`config.mk`:
```
export PLATFORM = sky130hd
export DESIGN_NAME = status_conditioner
export DESIGN_NICKNAME = d
export VERILOG_FILES = /design/src/rtl/status_cond_pkg.sv /design/src/rtl/status_cond_chan.sv /design/src/rtl/status_conditioner.sv
export SDC_FILE = /design/constraint.sdc
export NUM_CORES = 1
export LEC_CHECK = 0
export ABC_AREA = 0
export BUFFER_PORTS_ARGS = -buffer_cell sky130_fd_sc_hd__buf_2
export CAP_MARGIN = 20
export CELL_PAD_IN_SITES_DETAIL_PLACEMENT = 0
export CELL_PAD_IN_SITES_GLOBAL_PLACEMENT = 1
export CORE_ASPECT_RATIO = 0.75
export CORE_MARGIN = 5
export CORE_UTILIZATION = 41
export CTS_CLUSTER_SIZE = 14
export DETAILED_ROUTE_END_ITERATION = 16
export GPL_TIMING_DRIVEN = 1
export PLACE_DENSITY_LB_ADDON = 0.2
export SLEW_MARGIN = 20
export SYNTH_ARGS = -nofsm -noshare
export SYNTH_HDL_FRONTEND = slang
export SYNTH_SLANG_ARGS = --single-unit
```
`constraint.sdc`:
```
create_clock -name clk_i -period 1.5 [get_ports clk_i]
set_input_delay 0.15 -clock clk_i [delete_from_list [all_inputs] [get_ports clk_i]]
set_output_delay 0.15 -clock clk_i [all_outputs]
set_load 0.01 [all_outputs]
```
`src/rtl/status_cond_pkg.sv`:
```
// Shared constants and sizing helpers for the status conditioner.
// Chatter detection is built only when STATUS_COND_CHATTER_EN is defined.
package status_cond_pkg;

    localparam int DEF_N_CH        = 32'sd4;
    localparam int DEF_CTR_WIDTH   = 32'sd4;
    localparam int DEF_HIGH_THRESH = 32'sd12;
    localparam int DEF_LOW_THRESH  = 32'sd3;
    localparam int DEF_WIN_LEN     = 32'sd256;
    localparam int DEF_CHATTER_MAX = 32'sd4;

    // Bits needed to hold values 0..value-1, never less than one bit.
    function automatic int clog2_f(input int value);
        int result;
        result = 32'sd1;
        for (int i = 1; i < 31; i++) begin
            if ((32'sd1 << i) < value) begin
                result = i + 32'sd1;
            end else begin
                result = result;
            end
        end
        return result;
    endfunction

    function automatic int settle_f(input int ctr_width);
        return 32'sd2 + (32'sd1 << ctr_width);
    endfunction

endpackage

```
`src/rtl/status_cond_chan.sv`:
```
// One conditioned channel: synchronizer, hysteresis counter, edge pulses and,
// with STATUS_COND_CHATTER_EN defined, the transition count and sticky chatter flag.
module status_cond_chan
    import status_cond_pkg::*;
#(
    parameter int   CTR_WIDTH   = DEF_CTR_WIDTH,
    parameter int   HIGH_THRESH = DEF_HIGH_THRESH,
    parameter int   LOW_THRESH  = DEF_LOW_THRESH,
    parameter logic RST_BIT     = 1'b0,
    parameter int   CHATTER_MAX = DEF_CHATTER_MAX
) (
    input  logic clk,
    input  logic rst,
    input  logic raw,
    input  logic win_wrap,
    input  logic chatter_clr,
    output logic clean,
    output logic rise,
    output logic fall,
    output logic chatter
);

    localparam logic [CTR_WIDTH-1:0] CTR_MAX  = {CTR_WIDTH{1'b1}};
    localparam logic [CTR_WIDTH-1:0] CTR_ZERO = {CTR_WIDTH{1'b0}};
    localparam logic [CTR_WIDTH-1:0] CTR_ONE  = CTR_WIDTH'(1'b1);
    localparam logic [CTR_WIDTH-1:0] CTR_HI   = CTR_WIDTH'(HIGH_THRESH);
    localparam logic [CTR_WIDTH-1:0] CTR_LO   = CTR_WIDTH'(LOW_THRESH);
    localparam logic [CTR_WIDTH-1:0] CTR_RST  = RST_BIT ? CTR_MAX : CTR_ZERO;

    logic                 sync1_r, sync2_r, clean_r, rise_r, fall_r;
    logic [CTR_WIDTH-1:0] ctr_r, ctr_next_s;
    logic                 clean_next_s, rise_next_s, fall_next_s;

    // Saturating counter step and hysteresis decision on the next-state count.
    always_comb begin
        ctr_next_s = ctr_r;
        if (sync2_r) begin
            if (ctr_r != CTR_MAX) ctr_next_s = ctr_r + CTR_ONE;
            else                  ctr_next_s = ctr_r;
        end else begin
            if (ctr_r != CTR_ZERO) ctr_next_s = ctr_r - CTR_ONE;
            else                   ctr_next_s = ctr_r;
        end
        if (ctr_next_s >= CTR_HI)      clean_next_s = 1'b1;
        else if (ctr_next_s <= CTR_LO) clean_next_s = 1'b0;
        else                           clean_next_s = clean_r;
        rise_next_s = clean_next_s & ~clean_r;
        fall_next_s = ~clean_next_s & clean_r;
    end

    // Synchronizer, counter and registered level/edge outputs.
    always_ff @(posedge clk or posedge rst) begin
        if (rst) begin
            sync1_r <= RST_BIT;
            sync2_r <= RST_BIT;
            ctr_r   <= CTR_RST;
            clean_r <= RST_BIT;
            rise_r  <= 1'b0;
            fall_r  <= 1'b0;
        end else begin
            sync1_r <= raw;
            sync2_r <= sync1_r;
            ctr_r   <= ctr_next_s;
            clean_r <= clean_next_s;
            rise_r  <= rise_next_s;
            fall_r  <= fall_next_s;
        end
    end

    assign clean = clean_r;
    assign rise  = rise_r;
    assign fall  = fall_r;

`ifdef STATUS_COND_CHATTER_EN
    localparam int             CNT_W    = clog2_f(CHATTER_MAX + 32'sd1);
    localparam logic [CNT_W-1:0] CNT_MAX  = CNT_W'(CHATTER_MAX);
    localparam logic [CNT_W-1:0] CNT_ONE  = CNT_W'(1'b1);
    localparam logic [CNT_W-1:0] CNT_ZERO = {CNT_W{1'b0}};

    logic [CNT_W-1:0] cnt_r, cnt_next_s;
    logic             chatter_r, chatter_next_s, event_s, reach_s;

    // Windowed transition count; a flag set beats a same-cycle clear.
    always_comb begin
        event_s        = rise_next_s | fall_next_s;
        cnt_next_s     = cnt_r;
        chatter_next_s = chatter_r;
        reach_s        = 1'b0;
        if (win_wrap) begin
            cnt_next_s = event_s ? CNT_ONE : CNT_ZERO;
            reach_s    = event_s && (CNT_ONE == CNT_MAX);
        end else if (event_s && (cnt_r != CNT_MAX)) begin
            cnt_next_s = cnt_r + CNT_ONE;
            reach_s    = (cnt_r == (CNT_MAX - CNT_ONE));
        end else begin
            cnt_next_s = cnt_r;
        end
        if (reach_s) begin
            chatter_next_s = 1'b1;
        end else if (chatter_clr) begin
            chatter_next_s = 1'b0;
            cnt_next_s     = CNT_ZERO;
        end else begin
            chatter_next_s = chatter_r;
        end
    end

    // Transition count and sticky chatter flag registers.
    always_ff @(posedge clk or posedge rst) begin
        if (rst) begin
            cnt_r     <= CNT_ZERO;
            chatter_r <= 1'b0;
        end else begin
            cnt_r     <= cnt_next_s;
            chatter_r <= chatter_next_s;
        end
    end

    assign chatter = chatter_r;
`else
    localparam int chatter_max_unused = CHATTER_MAX;
    logic chatter_in_unused;
    assign chatter_in_unused = win_wrap ^ chatter_clr;
    assign chatter           = 1'b0;
`endif

endmodule

```
`src/rtl/status_conditioner.sv`:
```
// Multi-channel status conditioner top: per-channel conditioners, shared
// chatter window (STATUS_COND_CHATTER_EN) and post-reset settle indication.
module status_conditioner
    import status_cond_pkg::*;
#(
    parameter int              N_CH        = DEF_N_CH,
    parameter int              CTR_WIDTH   = DEF_CTR_WIDTH,
    parameter int              HIGH_THRESH = DEF_HIGH_THRESH,
    parameter int              LOW_THRESH  = DEF_LOW_THRESH,
    parameter logic [N_CH-1:0] RST_VAL     = {N_CH{1'b0}},
    parameter int              WIN_LEN     = DEF_WIN_LEN,
    parameter int              CHATTER_MAX = DEF_CHATTER_MAX
) (
    input  logic            clk_i,
    input  logic            rst_i,
    input  logic [N_CH-1:0] async_i,
    output logic [N_CH-1:0] clean_o,
    output logic [N_CH-1:0] rise_o,
    output logic [N_CH-1:0] fall_o,
    output logic [N_CH-1:0] chatter_o,
    input  logic [N_CH-1:0] chatter_clr_i,
    output logic            valid_o
);

    localparam int               SETTLE      = settle_f(CTR_WIDTH);
    localparam int               SET_W       = clog2_f(SETTLE + 32'sd1);
    localparam logic [SET_W-1:0] SETTLE_LAST = SET_W'(SETTLE - 32'sd1);
    localparam logic [SET_W-1:0] SET_ONE     = SET_W'(1'b1);

    logic [SET_W-1:0] settle_r;
    logic             valid_r;
    logic             win_wrap_s;

    // Settle counter stops once valid is raised; valid is sticky until reset.
    always_ff @(posedge clk_i or posedge rst_i) begin
        if (rst_i) begin
            settle_r <= {SET_W{1'b0}};
            valid_r  <= 1'b0;
        end else if (!valid_r) begin
            settle_r <= settle_r + SET_ONE;
            valid_r  <= (settle_r == SETTLE_LAST);
        end else begin
            settle_r <= settle_r;
            valid_r  <= valid_r;
        end
    end

    assign valid_o = valid_r;

`ifdef STATUS_COND_CHATTER_EN
    localparam int               WIN_W    = clog2_f(WIN_LEN);
    localparam logic [WIN_W-1:0] WIN_LAST = WIN_W'(WIN_LEN - 32'sd1);
    localparam logic [WIN_W-1:0] WIN_ONE  = WIN_W'(1'b1);

    logic [WIN_W-1:0] win_r;

    assign win_wrap_s = (win_r == WIN_LAST);

    // Free-running chatter observation window shared by all channels.
    always_ff @(posedge clk_i or posedge rst_i) begin
        if (rst_i)           win_r <= {WIN_W{1'b0}};
        else if (win_wrap_s) win_r <= {WIN_W{1'b0}};
        else                 win_r <= win_r + WIN_ONE;
    end
`else
    localparam int win_len_unused = WIN_LEN;
    assign win_wrap_s = 1'b0;
`endif

    for (genvar n = 0; n < N_CH; n++) begin : g_chan
        status_cond_chan #(
            .CTR_WIDTH   (CTR_WIDTH),
            .HIGH_THRESH (HIGH_THRESH),
            .LOW_THRESH  (LOW_THRESH),
            .RST_BIT     (RST_VAL[n]),
            .CHATTER_MAX (CHATTER_MAX)
        ) u_chan (
            .clk         (clk_i),
            .rst         (rst_i),
            .raw         (async_i[n]),
            .win_wrap    (win_wrap_s),
            .chatter_clr (chatter_clr_i[n]),
            .clean       (clean_o[n]),
            .rise        (rise_o[n]),
            .fall        (fall_o[n]),
            .chatter     (chatter_o[n])
        );
    end

endmodule

```
* Word-level counts from Yosys, hierarchy flattened *
Index checks and enable logic that the tools add are counted.

word-level totals
  output and inout bits = 17
  bits in registers = 42
  word-level logic and storage cells = 89
  input port bits = 10

cells by class
  add/subtract/negate cells = 9
  order comparisons = 8
  reduce and logical (&&, ||, !) cells = 4
  eq/ne operators = 5
  bitwise operators = 16
  muxes and demuxes = 21

operators by type and width
  kind                                                                   number
  4-bit 2-to-1 mux                                                       12
  4-bit by 1-bit adder with 4-bit output, second input constant          4
  4-bit greater-or-equal comparator, second input constant               4
  4-bit by 2-bit <= comparator with 1-bit output, second input constant  4
  4-bit != test, second input constant                                   4
  4-bit nonzero test                                                     4
  4-bit by 1-bit subtractor with 4-bit output, second input constant     4
  1-bit 2-to-1 mux                                                       9
  1-bit AND                                                              8
  1-bit inverter                                                         8
  5-bit by 1-bit adder with 5-bit output, second input constant          1
  5-bit equality test, second input constant                             1

* Longest topological paths before layout *
Gate-level depths: netlist of run 1.

  word-level depth = 8
  depth in mapped cells = 7

* Hierarchy *
From an unflattened synthesis of run 1, not the netlist that was laid out.

second synthesis, totals
  cells, all modules = 197
  area total of the unflattened synthesis = 2124.5 µm²

by module, submodules not included
  module              times used  area an instance (µm²)  seq. area each (µm²)  cells an instance
  status_cond_chan    4           464.2                   225.2                 44
  status_conditioner  1           267.8                   150.1                 21

* Worst setup path before layout of run 1 *
OpenSTA, ideal clock, no wires.

  path type = register to register
  start = register g_chan[3].u_chan.ctr_r[2]
  end = register g_chan[3].u_chan.clean_r
  period minus slack after synthesis = 1.679 ns
  arrival time = 1.553 ns
  cell stages (with the launch flop) = 7
  library setup time = 0.126 ns
  data required time = 1.374 ns
  path slack = -0.179 ns
  path buffers = 1
  path through = dfrtp_1 buf_6 or4_4 o32ai_2 a31o_2 inv_2 maj3_2

between the ends
  word-level cells in the longest chain between the ends = 6
  elaborated cells between the ends (all ways) = 11

ends and longest elaborated chain
  what                                                                 RTL line                                        text
  start, declared                                                      status_cond_chan.sv:31                          logic [CTR_WIDTH-1:0] ctr_r, ctr_next_s;
  start signal, assigned                                               status_cond_chan.sv:63                          ctr_r <= ctr_next_s;
  4-bit by 1-bit subtractor with 4-bit output (tied with other cells)  status_cond_chan.sv:41                          if (ctr_r != CTR_ZERO) ctr_next_s = ctr_r - CTR_ONE;
  4-bit 2-to-1 mux (on tied branches)                                  status_cond_chan.sv:41, status_cond_chan.sv:38
  4-bit 2-to-1 mux *                                                   status_cond_chan.sv:37                          if (sync2_r) begin
  named net g_chan[3].u_chan.ctr_next_s[3]                             status_cond_chan.sv:31
  4-bit by 2-bit <= comparator with 1-bit output                       status_cond_chan.sv:45                          else if (ctr_next_s <= CTR_LO) clean_next_s = 1'b0;
  1-bit 2-to-1 mux                                                     status_cond_chan.sv:45
  1-bit 2-to-1 mux *                                                   status_cond_chan.sv:44                          if (ctr_next_s >= CTR_HI) clean_next_s = 1'b1;
  named net g_chan[3].u_chan.clean_next_s                              status_cond_chan.sv:32                          logic clean_next_s, rise_next_s, fall_next_s;
  end signal, assigned                                                 status_cond_chan.sv:64                          clean_r <= clean_next_s;
  end, declared                                                        status_cond_chan.sv:30                          logic sync1_r, sync2_r, clean_r, rise_r, fall_r;

The timed path passes the listed nets; every way through them passes the cells marked *.
A chain may end at the register's enable or synchronous reset.

* Final worst setup path of run 1 *
  start = register g_chan[0].u_chan.ctr_r[1]
  end = register g_chan[0].u_chan.clean_r

between the ends
  word-level cells in the longest chain between the ends = 6
  elaborated cells between the ends (all ways) = 11

ends and longest elaborated chain
  what                                                                 RTL line
  start, declared                                                      status_cond_chan.sv:31
  start signal, assigned                                               status_cond_chan.sv:63
  4-bit by 1-bit subtractor with 4-bit output (tied with other cells)  status_cond_chan.sv:41
  4-bit 2-to-1 mux (on tied branches)                                  status_cond_chan.sv:41, status_cond_chan.sv:38
  4-bit 2-to-1 mux *                                                   status_cond_chan.sv:37
  named net g_chan[0].u_chan.ctr_next_s[3]                             status_cond_chan.sv:31
  4-bit by 2-bit <= comparator with 1-bit output                       status_cond_chan.sv:45
  1-bit 2-to-1 mux                                                     status_cond_chan.sv:45
  1-bit 2-to-1 mux *                                                   status_cond_chan.sv:44
  named net g_chan[0].u_chan.clean_next_s                              status_cond_chan.sv:32
  end signal, assigned                                                 status_cond_chan.sv:64
  end, declared                                                        status_cond_chan.sv:30

Marks and branches as above.

==> results.json, run 1 <==
{
  "run_status": "finished with violations",
  "violations": "negative setup slack",
  "clockBufferDepth": 2,
  "path_clk_slew_ns": 0.08,
  "clock-sinks": 42,
  "fin_skew_ns": 0.01275,
  "antennaDiodeCount": 0,
  "ys_seq_area_frac": 0.4795,
  "cp.arrival_ns": 1.88,
  "grt-ovfl-total": 0,
  "maxSlewHeadroom": 0.6469,
  "cts_made_buffers": 5,
  "htreeDepth": 2,
  "cts_tree": "yes",
  "slowest_delay_ns": 0.56,
  "ioPinCount": 27,
  "cp-start-kind": "register",
  "p_switching_mw": 2.595,
  "via_count": 1731,
  "synthCells": 211,
  "comb_power_share": 0.597,
  "root_buffer": "clkbuf_8",
  "initial_core_util": 0.4163,
  "max_cap_violations": 0,
  "ant_nets": 0,
  "track_usage": 0.1483,
  "synth.top_cell.area_share": 0.4795,
  "synthArstFlopShare": 1.000,
  "grt_pass1_vias": 1778,
  "syn_area_um2": 2192,
  "fmax_ghz": 0.5850,
  "path_cells": "or4_4, o32ai_4, a31o_4, inv_2, maj3_2",
  "ys.flop_type": "dfrtp_1",
  "post_drt_wl_per_cell_um": 13.92,
  "worst_setup_path_end_kind": "register",
  "fp.dieH_um": 73.33,
  "firstDrtPassIters": 4,
  "crit_fanout": 4,
  "yosysMostFrequentCell": "dfrtp_1",
  "insertion_delay_ns": 0.30,
  "period_minus_slack_ns": 1.710,
  "rsz0062_at_grt": "yes",
  "setup_viol": 11,
  "portBuffers": 18,
  "grt_pass1_wl_um": 7997,
  "p_clk_frac": 0.113,
  "internal_power_mw": 4.038,
  "synth_edf_count": 0,
  "slowest_stage": "or4_4",
  "synth_seq_cells": 42,
  "hpwlAfterDp_um": 2888,
  "reg2reg_slack_ns": -0.21,
  "leakage_nw": 1.365,
  "grt_max_degree": 43,
  "via_per_inst": 5.017,
  "drt_iter0_drc": 88,
  "hold_viol": 0,
  "period_share": 1.140,
  "power.density_nw_per_um2": 2127,
  "synth.largest_area_cell": "dfrtp_1",
  "final_util": 0.5923,
  "core_um2": 5266,
  "maxSlewViolCount": 0,
  "place_inst": 320,
  "fin_ws_ns": -0.2095,
  "holdCritPathClass": "reg2reg",
  "setup_tns_ns": -0.9401,
  "synthTopCellsByArea": "dfrtp_1 (48%), ha_1 (5.7%), buf_4 (5.5%)",
  "layout-drive-gt1-share": 0.5148,
  "critical_path_class": "reg2reg",
  "irDropWorstVdd_v": 0.0007509,
  "fin_nets": 289,
  "yosys_warnings": 0,
  "die-area_um2": 6924,
  "gp_congestion": 0.8566,
  "antenna_found_initial": 0,
  "yosys-top-cells-count": "dfrtp_1 (42), inv_1 (17), buf_4 (16)",
  "crit_required_ns": 1.67,
  "ys_types": 47,
  "rows": 23,
  "path_buf_inv": 1,
  "cp_top_family": "simple AND/OR/NAND/NOR gates",
  "syn_area_per_cell_um2": 10.39,
  "pre_cts_ws_ns": -0.2006,
  "worstMarginPinSlew_ns": 0.5297,
  "remaining_drc_errors": 0,
  "area_growth_pct": 42.29,
  "swShare": 0.3912,
  "die_x_um": 94.43,
  "final_cells": 345,
  "p_seq_frac": 0.290,
  "wl_um": 4803
}
power by group through the flow:
stage | registers (mW) | logic, mW | clock network [mW]
after floorplan | 1.80 | 1.83 | 0
after global placement | 1.83 | 2.61 | 0
after detailed placement | 1.85 | 2.69 | 0
after CTS | 1.88 | 3.47 | 0.778
after global routing | 1.99 | 4.30 | 0.837
final | 1.92 | 3.96 | 0.748
path summary, 6_finish.rpt:
kind,endpoint,depth (start not counted),from
worst min-delay path,g_chan[2].u_chan.sync2_r$_DFF_PP0_,0,g_chan[2].u_chan.sync1_r$_DFF_PP0_
worst max-delay path,g_chan[0].u_chan.clean$_DFF_PP0_,5,g_chan[0].u_chan.ctr_r[1]$_DFF_PP0_
worst max register to register,g_chan[0].u_chan.clean$_DFF_PP0_,5,g_chan[0].u_chan.ctr_r[1]$_DFF_PP0_
max in group asynchronous,g_chan[2].u_chan.ctr_r[0]$_DFF_PP0_,4,rst_i
worst min register to register,g_chan[2].u_chan.sync2_r$_DFF_PP0_,0,g_chan[2].u_chan.sync1_r$_DFF_PP0_
min in group asynchronous,g_chan[0].u_chan.fall$_DFF_PP0_,4,rst_i
layer usage:
layer  routed length [um]  vias up  track usage
met5                    0        -            0
met4                   42        0      0.04808
met3                  145        5      0.03787
met2                 2595       24       0.2775
met1                 2018      860       0.1649
li1                     -      842            -
worst reg2reg max path, cell delays in order, from the launching register on:
cell	delay, ns
dfrtp_1	0.43
or4_4	0.56
o32ai_4	0.11
a31o_4	0.14
inv_2	0.05
maj3_2	0.31
flip-flops by register name, indices dropped and copies added, names as in the netlist:
signal / count
g_chan.u_chan.clean: 4
g_chan.u_chan.ctr_r: 16
g_chan.u_chan.sync1_r: 4
g_chan.u_chan.sync2_r: 4
settle_r: 5
g_chan.u_chan.fall: 4
g_chan.u_chan.rise: 4
valid_o: 1
cell usage in the layout (no fill, tap or decap), types with 2 or more instances in the layout:
master and instances:
or4_4 2, nor3_2 3, dfrtp_1 37, clkbuf_8 5, o211ai_1 2, maj3_2 4, o21ai_0 7, buf_2 18
nor2_1 5, nand4b_1 2, nor4_4 2, o32ai_4 2, inv_1 10, and3_1 2, nor2b_4 2, ha_4 7
and3_4 4, conb_1 4, dfrtp_2 5, inv_2 9, nor2b_2 2, a21oi_1 5, a31oi_1 5, nand2_1 7
nand4_1 3, dlygate4sd3_1 5, buf_6 12, a211oi_2 6, nor3_1 2, or2_2 3, buf_4 36, nor2_4 2
nand3_1 8, and3b_1 2, ha_1 3, xnor2_1 8, a31o_4 2, o31a_1 2
timing repair:
action,4_1_cts,5_1_grt
setup buffers,11,1
setup endpoints to repair,16,18
pin swaps,25,8
hold endpoints to repair,39,0
hold buffers,5,0
gates resized for setup,48,31
metrics by stage:
stage | instance area (um2) | total power [mW] | hold WS, ns
6_report | 3119 | 6.634 | 0.3562
5_1_grt | 3119 | 7.121 | 0.3652
4_1_cts | 2970 | 6.127 | 0.3566
3_5_place_dp | 2520 | 4.535 | 0.2634
3_3_place_gp | 2520 | 4.437 | 0.2580
2_1_floorplan | 2230 | 3.627 | 0.1814
area by class of cell:
| type | instances | area, um2 |
|---|---|---|
| fill | 436 | 2147 |
| clock buffer | 5 | 68.82 |
| sequential | 42 | 1057 |
| tap | 75 | 93.84 |
| multi-input combinational | 130 | 1257 |
| timing repair buffer | 71 | 545.5 |
| clock inverter | 3 | 25.02 |
| inverter | 19 | 71.32 |
cells by family (layout without fill, tap and decap cells):
family / count (synthesis) / count (layout) / synth area share
simple gates: 61 / 61 / 0.1633
compound gates: 42 / 42 / 0.1353
mux: 1 / 1 / 0.004566
flops: 42 / 42 / 0.4795
buf+inv: 42 / 98 / 0.1073
fa+ha+maj: 14 / 14 / 0.07648
other cells: 1 / 4 / 0.001711
xor+xnor: 8 / 8 / 0.03196
Note: power is estimated with default switching activity, not from simulation.
==> run 2, diff against run 1 <==
- ABC_AREA: 0 -> 1
- CORE_UTILIZATION: 41 -> 39
==> results.json, run 2 <==
{
  "synthCells": 281,
  "clock-sinks": 42,
  "final_cell_mix": "nand2_1 (54), dfrtp_1 (41), inv_1 (38)",
  "leakage_nw": 1.404,
  "insertion_delay_ns": 0.29,
  "hpwlAfterDp_um": 2697,
  "cts_made_buffers": 5,
  "hold_viol": 0,
  "max_cap_violations": 0,
  "ys.flop_type": "dfrtp_1",
  "period_share": 0.9222,
  "fp.dieH_um": 77.42,
  "firstDrtPassIters": 4,
  "die_x_um": 99.89,
  "synthTopCellsByArea": "dfrtp_1 (44%), nand2_1 (8.6%), inv_1 (6.2%)",
  "die-area_um2": 7733,
  "area_growth_pct": 10.32,
  "root_buffer": "clkbuf_8",
  "fin_skew_ns": 0.008704,
  "via_count": 1649,
  "synth_seq_cells": 42,
  "htreeDepth": 2,
  "remaining_drc_errors": 0,
  "rsz0062_at_grt": "no",
  "cts_tree": "yes",
  "route.met3.wl_um": 145,
  "track_usage": 0.1029,
  "fmax_ghz": 0.7229,
  "design_area_um2": 2608,
  "synth.top_cell.area_share": 0.4447,
  "ant_nets": 0,
  "post_drt_wl_per_cell_um": 9.686,
  "drt-met1-wl_um": 1896,
  "grt-ovfl-total": 0,
  "largest-register": "g_chan.u_chan.ctr_r",
  "run_status": "completed",
  "placed_area_um2": 2466,
  "clockBufferDepth": 2,
  "rr_worst_depth": 9,
  "layout-drive-gt1-share": 0.2159,
  "synth.largest_area_cell": "dfrtp_1",
  "largest_reg_flops": 16,
  "syn_area_um2": 2364,
  "initial_core_util": 0.4036,
  "place_inst": 367,
  "power.density_nw_per_um2": 1936,
  "setup_tns_ns": 0,
  "holdCritPathClass": "reg2reg",
  "yosys-top-cells-count": "nand2_1 (54), dfrtp_1 (42), inv_1 (39)",
  "fin_nets": 322,
  "portBuffers": 18,
  "gp_congestion": 0.7995,
  "via_per_inst": 4.351,
  "grt_pass1_wl_um": 6582,
  "worst_setup_path_end_kind": "register",
  "ioPinCount": 27,
  "rows": 24,
  "yosysMostFrequentCell": "nand2_1",
  "critical_path_class": "reg2reg",
  "grt_max_degree": 43,
  "yosys_warnings": 0,
  "grt_pass1_vias": 1506,
  "core_um2": 5856,
  "antennaDiodeCount": 0,
  "period_minus_slack_ns": 1.383,
  "synth_edf_count": 0,
  "min_delay_path_depth": 0,
  "synthArstFlopShare": 1.000,
  "crit_fanout": 5,
  "fillers": 589,
  "ys_types": 22,
  "maxSlewViolCount": 0,
  "drt_iter0_drc": 76,
  "syn_area_per_cell_um2": 8.411,
  "setup_viol": 0,
  "cp-start-kind": "register",
  "final_common_cell": "nand2_1",
  "final_cells": 379,
  "wl_met2_um": 1616,
  "wl_um": 3671,
  "crit_required_ns": 1.69,
  "irDropWorstVdd_v": 0.0004804,
  "cp.arrival_ns": 1.57,
  "path_clk_slew_ns": 0.08,
  "highest_layer": "met4",
  "largestRegisters": "g_chan.u_chan.ctr_r (16), settle_r (5)",
  "ys_seq_area_frac": 0.4447,
  "antenna_found_initial": 0
}
-- run 2: changes by cell type after synthesis, moves of 6 or more --
| cell | change |
|---|---|
| nand2_1 | +47 |
| inv_1 | +22 |
| nor2_1 | +20 |
| nand3_1 | +18 |
| nand3_2 | +9 |
| a211oi_1 | -8 |
| nand2_2 | +8 |
| inv_2 | +7 |
| a31oi_1 | -6 |
| nor3_1 | -6 |
| xnor2_1 | -6 |
| xor2_1 | +6 |
-- run 2: metal layers --
metal	global-route usage	vias up
li1	-	899
met1	0.1388	729
met2	0.1571	19
met3	0.04122	2
met4	0.02046	0
met5	0	-
-- run 2: final timing paths --
kind                       slack [ns]                                 from                             endpoint
max                              0.12  g_chan[1].u_chan.ctr_r[1]$_DFF_PP0_      g_chan[1].u_chan.fall$_DFF_PP0_
min                              0.34   g_chan[1].u_chan.sync1_r$_DFF_PP0_   g_chan[1].u_chan.sync2_r$_DFF_PP0_
max reg2reg                      0.12  g_chan[1].u_chan.ctr_r[1]$_DFF_PP0_      g_chan[1].u_chan.fall$_DFF_PP0_
min reg2reg                      0.34   g_chan[1].u_chan.sync1_r$_DFF_PP0_   g_chan[1].u_chan.sync2_r$_DFF_PP0_
max in group asynchronous        0.85                                rst_i  g_chan[3].u_chan.ctr_r[1]$_DFF_PP0_
min in group asynchronous        0.42                                rst_i   g_chan[1].u_chan.sync2_r$_DFF_PP0_
-- run 2: final cells by class --
cell class	instances	area (um2)	area share
Sequential cell	42	1052	0.4036
Multi-Input combinational cell	175	989.7	0.3796
Timing Repair Buffer	30	205.2	0.07869
Inverter	48	180.2	0.06910
Tap cell	78	97.59	0.03743
Clock buffer	6	82.58	0.03167
-- run 2: what timing repair did --
item                       4_1_cts  5_1_grt
setup buffers                    0        1
setup endpoints to repair        0        3
hold buffers                     5        0
gates resized for setup          0        1
hold endpoints to repair        46        0
-- run 2: stage by stage --
stage / hold WS, ns / utilization / power, mW / setup slack, ns
6_report: 0.3410 / 0.4453 / 5.047 / 0.1167
5_1_grt: 0.3531 / 0.4453 / 5.558 / 0.01011
4_1_cts: 0.3468 / 0.4438 / 5.089 / 0.1051
3_5_place_dp: 0.2020 / 0.4212 / 4.344 / 0.1212
3_3_place_gp: 0.1961 / 0.4212 / 4.341 / 0.1429
2_1_floorplan: 0.1814 / - / 4.024 / 0.2314
-- run 2: where the power goes --
group	switching [mW]	total, mW	internal (mW)
Sequential	0.447	1.97	1.52
Combinational	1.38	2.37	0.989
Clock	0.348	0.703	0.355
-- run 2: worst max-delay path, stage by stage (launching register included) --
cell and delay (ns):
dfrtp_1 0.42, inv_1 0.12, ha_1 0.27, nand2_1 0.08
nand2_1 0.08, nand3_2 0.08, nand2_4 0.09, inv_1 0.04
nand3_1 0.07, inv_1 0.04
-- run 2: kinds of logic after synthesis --
kind of cell             count (synthesis)  share of synthesized area
AND/OR/NAND/NOR                        136                     0.2864
buffers and inverters                   67                     0.1413
flip-flops                              42                     0.4447
AO/OA/AOI/OAI                           17                    0.04341
adder cells (fa/ha/maj)                 10                    0.05294
XOR/XNOR                                 8                    0.02965
other                                    1                   0.001587
==> run 3, diff against run 2 <==
- ABC_AREA: 1 -> 0
- CORE_UTILIZATION: 39 -> 41
- GPL_TIMING_DRIVEN: 1 -> 0
- SETUP_SLACK_MARGIN: unset -> 0.5
==> results.json, run 3 (same netlist as run 1, synthesis figures left out) <==
{
  "crit_fanout": 6,
  "max_cap_violations": 0,
  "die_x_um": 94.43,
  "grt_max_degree": 43,
  "place_inst": 307,
  "period_share": 1.148,
  "portBuffers": 18,
  "fp.dieH_um": 73.33,
  "final_util": 0.6619,
  "largest_reg_flops": 16,
  "ant_nets": 0,
  "setup_tns_ns": -1.227,
  "path_clk_slew_ns": 0.08,
  "cp.arrival_ns": 1.90,
  "maxSlewViolCount": 0,
  "firstDrtPassIters": 4,
  "via_count": 1801,
  "grt-ovfl-total": 0,
  "htreeDepth": 2,
  "run_status": "finished with violations",
  "root_buffer": "clkbuf_8",
  "antenna_found_initial": 0,
  "clock-sinks": 42,
  "area_growth_pct": 59.02,
  "fin_skew_ns": 0.01264,
  "clockBufferDepth": 2,
  "critical_path_class": "reg2reg",
  "antennaDiodeCount": 0,
  "setup_viol": 11,
  "largestRegisters": "g_chan.u_chan.ctr_r (16), settle_r (5)",
  "rsz0062_at_grt": "yes",
  "final_cells": 364,
  "gp_congestion": 0.7415,
  "post_drt_wl_per_cell_um": 13.51,
  "via_per_inst": 4.948,
  "fin_nets": 308,
  "layout-drive-gt1-share": 0.6159,
  "leakage_nw": 1.499,
  "fillers": 421,
  "initial_core_util": 0.4163,
  "crit_required_ns": 1.68,
  "core_um2": 5266,
  "grt_pass1_vias": 1768,
  "rows": 23,
  "largest-register": "g_chan.u_chan.ctr_r",
  "hpwlAfterDp_um": 2638,
  "holdCritPathClass": "in2async",
  "fmax_ghz": 0.5808,
  "remaining_drc_errors": 0,
  "hold_viol": 0,
  "violations": "negative setup slack",
  "grt_pass1_wl_um": 8183,
  "drt_iter0_drc": 46,
  "power.density_nw_per_um2": 2048,
  "pre_cts_ws_ns": -0.2358,
  "total_power_mw": 7.138,
  "worstMarginPinSlew_ns": 0.8984,
  "insertion_delay_ns": 0.30,
  "final_common_cell": "buf_6",
  "cp-start-kind": "register",
  "track_usage": 0.1526,
  "wl_um": 4917,
  "fin_ws_ns": -0.2217,
  "worst_setup_path_end_kind": "register",
  "die-area_um2": 6924,
  "cts_tree": "yes",
  "cts_made_buffers": 5,
  "maxSlewHeadroom": 0.3998,
  "period_minus_slack_ns": 1.722,
  "ioPinCount": 27,
  "irDropWorstVdd_v": 0.0009172,
  "final_cell_mix": "buf_6 (39), buf_4 (38), dfrtp_1 (31)"
}
-- run 3: changes by cell type in the layout (fill, tap and decap cells not counted), sizes merged, moves of 8 or more --
cell / before / now
buf: 25 / 83
nand2: 63 / 7
inv: 47 / 18
nand3: 36 / 8
nor2: 27 / 7
a211oi: 0 / 8
-- run 3: final cells by class --
cell class,count,area [um2],share of cell area
buffer,23,230.2,0.06604
clock buffer,8,80.08,0.02297
inverter,19,80.08,0.02297
multi-input combinational,130,1346,0.3862
sequential,42,1065,0.3055
tap,75,93.84,0.02692
timing repair buffer,67,590.6,0.1694
-- run 3: final timing paths --
kind | startpoint | end | slack (ns) | depth (start not counted)
worst max-delay path | g_chan[3].u_chan.ctr_r[1]$_DFF_PP0_ | g_chan[3].u_chan.clean$_DFF_PP0_ | -0.22 | 5
worst min-delay path | rst_i | settle_r[2]$_DFFE_PP0N_ | 0.03 | 2
worst max register to register | g_chan[3].u_chan.ctr_r[1]$_DFF_PP0_ | g_chan[3].u_chan.clean$_DFF_PP0_ | -0.22 | 5
worst min register to register | g_chan[3].u_chan.sync1_r$_DFF_PP0_ | g_chan[3].u_chan.sync2_r$_DFF_PP0_ | 0.35 | 0
max in group asynchronous | rst_i | g_chan[0].u_chan.ctr_r[2]$_DFF_PP0_ | 0.94 | 2
min in group clk_i | g_chan[3].u_chan.sync1_r$_DFF_PP0_ | g_chan[3].u_chan.sync2_r$_DFF_PP0_ | 0.35 | 0
-- run 3: through the flow --
| stage | hold WS [ns] | instance area [um2] |
|---|---|---|
| final | 0.02875 | 3486 |
| after global routing | 0.1053 | 3486 |
| after CTS | 0.06505 | 3321 |
| after detailed placement | 0.2597 | 2610 |
| after global placement | 0.2588 | 2610 |
| after floorplan | 0.1414 | 2426 |
-- run 3: routing by layer --
| metal | GRT usage | share of wire |
|---|---|---|
| met1 | 0.1999 | 0.46 |
| met2 | 0.2476 | 0.48 |
| met3 | 0.04606 | 0.046 |
| met4 | 0.04167 | 0.013 |
| met5 | 0 | 0 |
-- run 3: repair_timing --
| item | 4_1_cts | 5_1_grt |
|---|---|---|
| hold buffers | 4 | 0 |
| endpoints found under the hold margin | 4 | 0 |
| endpoints found under the setup margin | 42 | 44 |
| pin swaps | 22 | 12 |
| setup buffers | 36 | 9 |
| gates resized for setup | 76 | 21 |
-- run 3: report_power, final --
part	switching (mW)	internal, mW
combinational	1.92	2.58
sequential	0.387	1.54
clock	0.376	0.331
total	2.68	4.46
-- run 3: worst max-delay path, cell delays in order, from the launching register on --
cell and delay (ns):
dfrtp_2 0.45, or4_4 0.57, o32ai_4 0.11, a31o_4 0.15
inv_2 0.04, maj3_2 0.29
